===== config.mk =====
export PLATFORM = sky130hd
export DESIGN_NAME = gate_drive_guard
export DESIGN_NICKNAME = d
export VERILOG_FILES = /design/src/rtl/gate_drive_guard.sv
export SDC_FILE = /design/constraint.sdc
export NUM_CORES = 1
export LEC_CHECK = 0
export ABC_AREA = 1
export CAP_MARGIN = 20
export CORE_MARGIN = 2
export CORE_UTILIZATION = 50
export DETAILED_ROUTE_END_ITERATION = 16
export DONT_BUFFER_PORTS = 1
export GPL_TIMING_DRIVEN = 1
export PLACE_DENSITY = 0.73
export SLEW_MARGIN = 20
export SYNTH_ARGS = -nofsm -noshare
export SYNTH_HDL_FRONTEND = slang
export SYNTH_SLANG_ARGS = --single-unit
export TNS_END_PERCENT = 20

===== constraint.sdc =====
create_clock -name clk -period 3.3 [get_ports clk]
set_input_delay 0.99 -clock clk [delete_from_list [all_inputs] [get_ports clk]]
set_output_delay 0.99 -clock clk [all_outputs]
set_load 0.05 [all_outputs]

===== src/rtl/gate_drive_guard.sv =====
// gate_drive_guard: shoot-through interlock, min-pulse filter, bootstrap
// precharge sequencing and latched fault shutdown for a three-phase bridge.
// Optional feature macro: GATE_GUARD_OVERLAP_CNT_EN (overlap cycle counter).
module gate_drive_guard #(
  parameter int unsigned MIN_PULSE_CYCLES    = 20,
  parameter int unsigned FAULT_FILTER_CYCLES = 10,
  parameter int unsigned PRECHARGE_CYCLES    = 1000
) (
  input  logic        clk,
  input  logic        rst,
  input  logic        en,
  input  logic        fault_n,
  input  logic        fault_clr,
  input  logic [5:0]  gate_in,
  output logic [5:0]  gate_out,
  output logic [1:0]  state,
  output logic        fault_latched,
  output logic [15:0] overlap_cnt
);

  localparam int unsigned NUM_SW  = 6;
  localparam int unsigned NUM_LEG = 3;
  localparam int unsigned MP_W    = 8;
  localparam int unsigned FLT_W   = 8;
  localparam int unsigned PRE_W   = 16;
  localparam logic [5:0]  LOW_SIDES_ON = 6'b101010;

  typedef enum logic [1:0] {
    ST_IDLE  = 2'd0,
    ST_PRE   = 2'd1,
    ST_RUN   = 2'd2,
    ST_FAULT = 2'd3
  } state_e;

  state_e            cur_st, nxt_st;
  logic              flt_s1, flt_s2;
  logic [FLT_W-1:0]  filt_cnt;
  logic [PRE_W-1:0]  pre_cnt;
  logic [MP_W-1:0]   mp_cnt [NUM_SW];
  logic              trip_c, pre_done_c, keep_run_c;
  logic [NUM_LEG-1:0] ovl_c;
  logic [5:0]        masked_c, on_c, guarded_c, gate_d_c;

  assign state = cur_st;

  // Two-flop synchronizer of the active-high fault condition
  always_ff @(posedge clk) begin
    if (rst) begin
      flt_s1 <= 1'b0;
      flt_s2 <= 1'b0;
    end else begin
      flt_s1 <= ~fault_n;
      flt_s2 <= flt_s1;
    end
  end

  // Fault debounce counter, saturates at the trip threshold
  always_ff @(posedge clk) begin
    if (rst || !flt_s2) begin
      filt_cnt <= '0;
    end else if (filt_cnt != FLT_W'(FAULT_FILTER_CYCLES)) begin
      filt_cnt <= filt_cnt + FLT_W'(1);
    end
  end

  // Trip fires on the edge where the debounce count reaches the threshold
  assign trip_c     = flt_s2 && (filt_cnt >= FLT_W'(FAULT_FILTER_CYCLES - 1));
  assign pre_done_c = (pre_cnt == PRE_W'(PRECHARGE_CYCLES - 1));
  assign keep_run_c = (cur_st == ST_RUN) && (nxt_st == ST_RUN);

  // Precharge duration counter, restarts on any state change
  always_ff @(posedge clk) begin
    if (rst || cur_st != ST_PRE || nxt_st != cur_st) begin
      pre_cnt <= '0;
    end else begin
      pre_cnt <= pre_cnt + PRE_W'(1);
    end
  end

  // State register
  always_ff @(posedge clk) begin
    if (rst) cur_st <= ST_IDLE;
    else     cur_st <= nxt_st;
  end

  // Next-state logic; a trip overrides every other transition
  always_comb begin
    nxt_st = cur_st;
    case (cur_st)
      ST_IDLE:  if (en && !flt_s2) nxt_st = ST_PRE;
      ST_PRE:   if (!en) nxt_st = ST_IDLE;
                else if (pre_done_c) nxt_st = ST_RUN;
      ST_RUN:   if (!en) nxt_st = ST_IDLE;
      ST_FAULT: if (fault_clr && !flt_s2 && !en) nxt_st = ST_IDLE;
      default:  nxt_st = ST_IDLE;
    endcase
    if (trip_c) nxt_st = ST_FAULT;
  end

  // Per-leg interlock mask, min-pulse qualification and final leg guard
  always_comb begin
    masked_c  = gate_in;
    ovl_c     = '0;
    on_c      = '0;
    guarded_c = '0;
    for (int l = 0; l < NUM_LEG; l++) begin
      ovl_c[l] = gate_in[2*l] & gate_in[2*l+1];
      if (ovl_c[l]) begin
        masked_c[2*l]   = 1'b0;
        masked_c[2*l+1] = 1'b0;
      end
    end
    for (int i = 0; i < NUM_SW; i++) begin
      on_c[i] = masked_c[i] && (mp_cnt[i] == MP_W'(MIN_PULSE_CYCLES));
    end
    for (int l = 0; l < NUM_LEG; l++) begin
      if (!(on_c[2*l] && on_c[2*l+1])) begin
        guarded_c[2*l]   = on_c[2*l];
        guarded_c[2*l+1] = on_c[2*l+1];
      end
    end
    gate_d_c = '0;
    if (nxt_st == ST_PRE)  gate_d_c = LOW_SIDES_ON;
    else if (keep_run_c)   gate_d_c = guarded_c;
  end

  // Min-pulse counters, cleared outside a steady RUN stint or on a low input
  always_ff @(posedge clk) begin
    for (int i = 0; i < NUM_SW; i++) begin
      if (rst || !keep_run_c || !masked_c[i]) begin
        mp_cnt[i] <= '0;
      end else if (mp_cnt[i] != MP_W'(MIN_PULSE_CYCLES)) begin
        mp_cnt[i] <= mp_cnt[i] + MP_W'(1);
      end
    end
  end

  // Registered pin drive and fault flag
  always_ff @(posedge clk) begin
    if (rst) begin
      gate_out      <= '0;
      fault_latched <= 1'b0;
    end else begin
      gate_out      <= gate_d_c;
      fault_latched <= (nxt_st == ST_FAULT);
    end
  end

`ifdef GATE_GUARD_OVERLAP_CNT_EN
  logic [1:0]  ovl_n_c;
  logic [16:0] ovl_sum_c;

  assign ovl_n_c   = 2'(ovl_c[0]) + 2'(ovl_c[1]) + 2'(ovl_c[2]);
  assign ovl_sum_c = {1'b0, overlap_cnt} + 17'(ovl_n_c);

  // Saturating count of overlapping legs per RUN cycle
  always_ff @(posedge clk) begin
    if (rst) begin
      overlap_cnt <= '0;
    end else if (cur_st == ST_RUN) begin
      overlap_cnt <= ovl_sum_c[16] ? 16'hFFFF : ovl_sum_c[15:0];
    end
  end
`else
  assign overlap_cnt = 16'h0000;
`endif

endmodule


==> implementation parameters <==
Parameter                              Value

Global route
  Via count of the first global-routing pass ... 2827
  Maximum number of pins on one net before global-route repair ... 17
  Leftover overflow at the end of global routing ... 0
  Initial antenna violation count ... 0
  GRT Overall Usage ... 16.11%
  Wire length of the first global-routing pass ... 12.52 mm

Routing
  Routed length on met1 ... 3.241 mm
  Total met3 wirelength after detailed routing ... 429 um
  First-iteration detailed-routing DRC count ... 136
  Per-cell via count in the routed design ... 4.770
  Number of search-and-repair iterations in the first detailed-routing pass ... 4
  Met2 WL ... 3.260 mm
  Total number of vias ... 2948
  Residual DRC ... 0
  Aggregate routed wire length ... 7.043 mm
  Highest signal layer in the routed design ... met4
  Antenna viol nets, final ... 0
  Wire length per cell after detailed routing ... 11.40 um

CTS
  Clock edge transition at the registers on the reported setup and hold paths ... 80 ps
  Clock latency on the worst-skew pair ... 350 ps
  Clock buffers created by TritonCTS ... 9
  H-tree level count ... 3
  Post-CTS repair timing setup buffer count ... 0
  Number of instances resized during post-cts repair ... 0
  Total of hold buffers inserted after clock tree synthesis ... 0
  Maximum root-to-sink buffer count ... 2
  Sinks on the clock net ... 83
  Clk root buf ... clkbuf_8
  TritonCTS clock tree ... yes

Timing
  Fmax ... 390.4 MHz
  Hold Fails Final Rpt ... 0
  Min setup slack post-route ... 738.7 ps
  Remaining max-slew budget at the tightest pin ... 56.82%
  Setup clock skew after layout ... 12.29 ps
  Fin crit share ... 77.62%
  Total Negative Setup Slacks ... 0 ps
  # setup viols final ... 0
  Unrepaired setup endpoints after global routing ... false
  Count of pins over their slew limit ... 0
  Slew @ Worst Pin ... 647.6 ps
  Clock period minus worst slack ... 2561 ps

Setup path
  Number of cell instances on the worst register-to-register path ... 9
  Reg2Reg Launch Point ... filt_cnt[1]
  CP max-delay cell ... nand4_1
  Crit path cell chain ... inv_1 > ha_1 > nand3b_1 > nand2_1 > nand2_1 > nand2_1 > nand2_1 > nor3_4 > nand4_1
  Critical Path Most Common Cell ... nand2_1
  Type of the worst setup path ... register to register
  Peak per-stage delay on the critical path ... 550 ps
  Endpoint of the worst register-to-register path ... mp_cnt[5][7]
  Type of element launching the critical path ... register
  Arrival @ worst endpoint ... 2500 ps
  Crit path required time ... 3240 ps
  Critical path capture point type ... register
  Reg2reg setup slack ... 740 ps
  Worst-path maximum fanout ... 12

Yosys
  Count of flip-flops with a built-in enable after synthesis ... 48
  Average cell area after synthesis ... 8.842 um^2
  Unique masters post-synth ... 32
  Proportion of netlist area held by the largest area contributor ... 32.87%
  Synth Flop Type ... edfxtp_1
  Gate Count Post-Synth ... 496
  Yosys reg bits ... 83
  Post-synth top area cell ... edfxtp_1
  Sequential share of the synthesized area ... 48.84%
  Ys async rst share ... 0%
  Most frequently used cell type in the post-synthesis netlist ... nor2_1
  Top cells by area, synth ... edfxtp_1, dfxtp_1, nor2_1
  Synthesized area ... 4385 um^2
  Warnings, synthesis ... 0
  Cell types with the highest counts after synthesis ... nor2_1, inv_1, nand2_1

Floorplan
  Row count ... 34
  Horiz. Die Dim ... 97.66 um
  Area of the core ... 8593 um^2
  Initial Utilization ... 51.03%
  IO Count ... 36
  Die area ... 9537 um^2
  Die height ... 97.66 um

Run status
  Outcome ... completed

Final layout
  Post-layout net count ... 533
  Area added between synthesis and finish ... 5.820%
  Share of final-layout standard cells stronger than drive strength 1 ... 7.059%
  Filler-free cell count of the finished design ... 618
  Antenna cells ... 0

Placed design
  Detailed placer's ending HPWL ... 5.361 mm
  Inst Count DP ... 602
  Final GP Congestion ... 0.8125
  Dpl ws ... 538.6 ps
  Number of I/O port buffers ... 0

Worst hold path
  Capture endpoint of the worst hold path ... flt_s2
  Min-Delay Path Depth ... 2
  Startpoint of the lowest-slack hold path ... flt_s1
  Class of the most critical hold timing path ... register to register

Pwr
  Static leakage power ... 1.755 nW
  Pwr/cell area ... 410.5 nW/um^2
  Max rail drop VDD ... 0.2135 mV

Run
  # Max-Cap Violations ... 0
report_power, final:
part | internal [mW] | switching (mW)
Combinational | 0.00976 | 0.0633
Clock | 0.396 | 0.335
Sequential | 1.09 | 0.0135
Total | 1.49 | 0.412
cell usage in the layout, fill, tap and decap left out, types with 4 or more instances in the layout:
cell / Yosys / layout
clkbuf_1: 0 / 4
xnor2_1: 12 / 12
dfxtp_1: 35 / 35
inv_2: 5 / 5
nand4_1: 13 / 13
nand3_1: 30 / 30
inv_1: 74 / 74
clkbuf_8: 0 / 9
nor3_1: 9 / 9
nor2_2: 9 / 9
nand3b_1: 4 / 4
nor2_1: 110 / 110
xor2_1: 38 / 38
nand2_1: 51 / 51
edfxtp_1: 48 / 48
conb_1: 1 / 16
a21oi_1: 5 / 5
ha_1: 17 / 17
logic make-up after synthesis:
logic type | Yosys count | synth area share [%]
AND/OR/NAND/NOR | 236 | 24.57
buffers and inverters | 99 | 10.27
flip-flops | 83 | 48.84
XOR/XNOR | 50 | 9.986
adder cells (fa/ha/maj) | 17 | 4.850
AO/OA/AOI/OAI | 10 | 1.398
other | 1 | 0.08551
layer usage:
layer	vias to the layer above	global-route usage, %
met5	-	0
met4	0	6.197
met3	10	4.388
met2	67	25.31
met1	1315	21.32
li1	1556	-
cell type report:
| type | instances | area (um^2) |
|---|---|---|
| Tap cell | 108 | 135.1 |
| Clock buffer | 14 | 163.9 |
| Sequential cell | 83 | 2142 |
| Clock inverter | 2 | 35.03 |
| Inverter | 80 | 300.3 |
| Fill cell | 772 | 3953 |
| Timing Repair Buffer | 2 | 15.01 |
| Multi-Input combinational cell | 329 | 1849 |
worst max-delay path by stage:
stage,start,slack (ps),endpoint
floorplan,en,1020,mp_cnt[5][0]
global placement,fault_clr,540,mp_cnt[2][6]
detailed placement,fault_clr,540,mp_cnt[2][4]
CTS,filt_cnt[1],700,mp_cnt[1][0]
global route,pre_cnt[0],440,mp_cnt[3][6]
finish,filt_cnt[1],740,mp_cnt[5][7]
flip-flops by register name (all words and copies together), names as in the netlist:
signal         flops
mp_cnt            48
pre_cnt           16
filt_cnt           8
gate_out           6
state              2
fault_latched      1
flt_s1             1
flt_s2             1
metrics by stage:
step	hold slack [ps]	utilization, %	power (mW)	instance area, um^2
5_1_grt	465.3	54.00	1.973	4641
2_1_floorplan	388.3	-	1.205	4442
6_report	400.8	54.00	1.905	4641
3_5_place_dp	391.7	51.69	1.198	4442
3_3_place_gp	390.7	51.69	1.196	4442
4_1_cts	402.5	54.00	1.926	4641
critical path: cells and delay by family (launching register included):
family | cells | cell delay (ps)
buf+inv | 1 | 90
fa+ha+maj | 1 | 180
simple gates | 7 | 1510
flops | 1 | 380
Power figures use the tool's default switching activity.
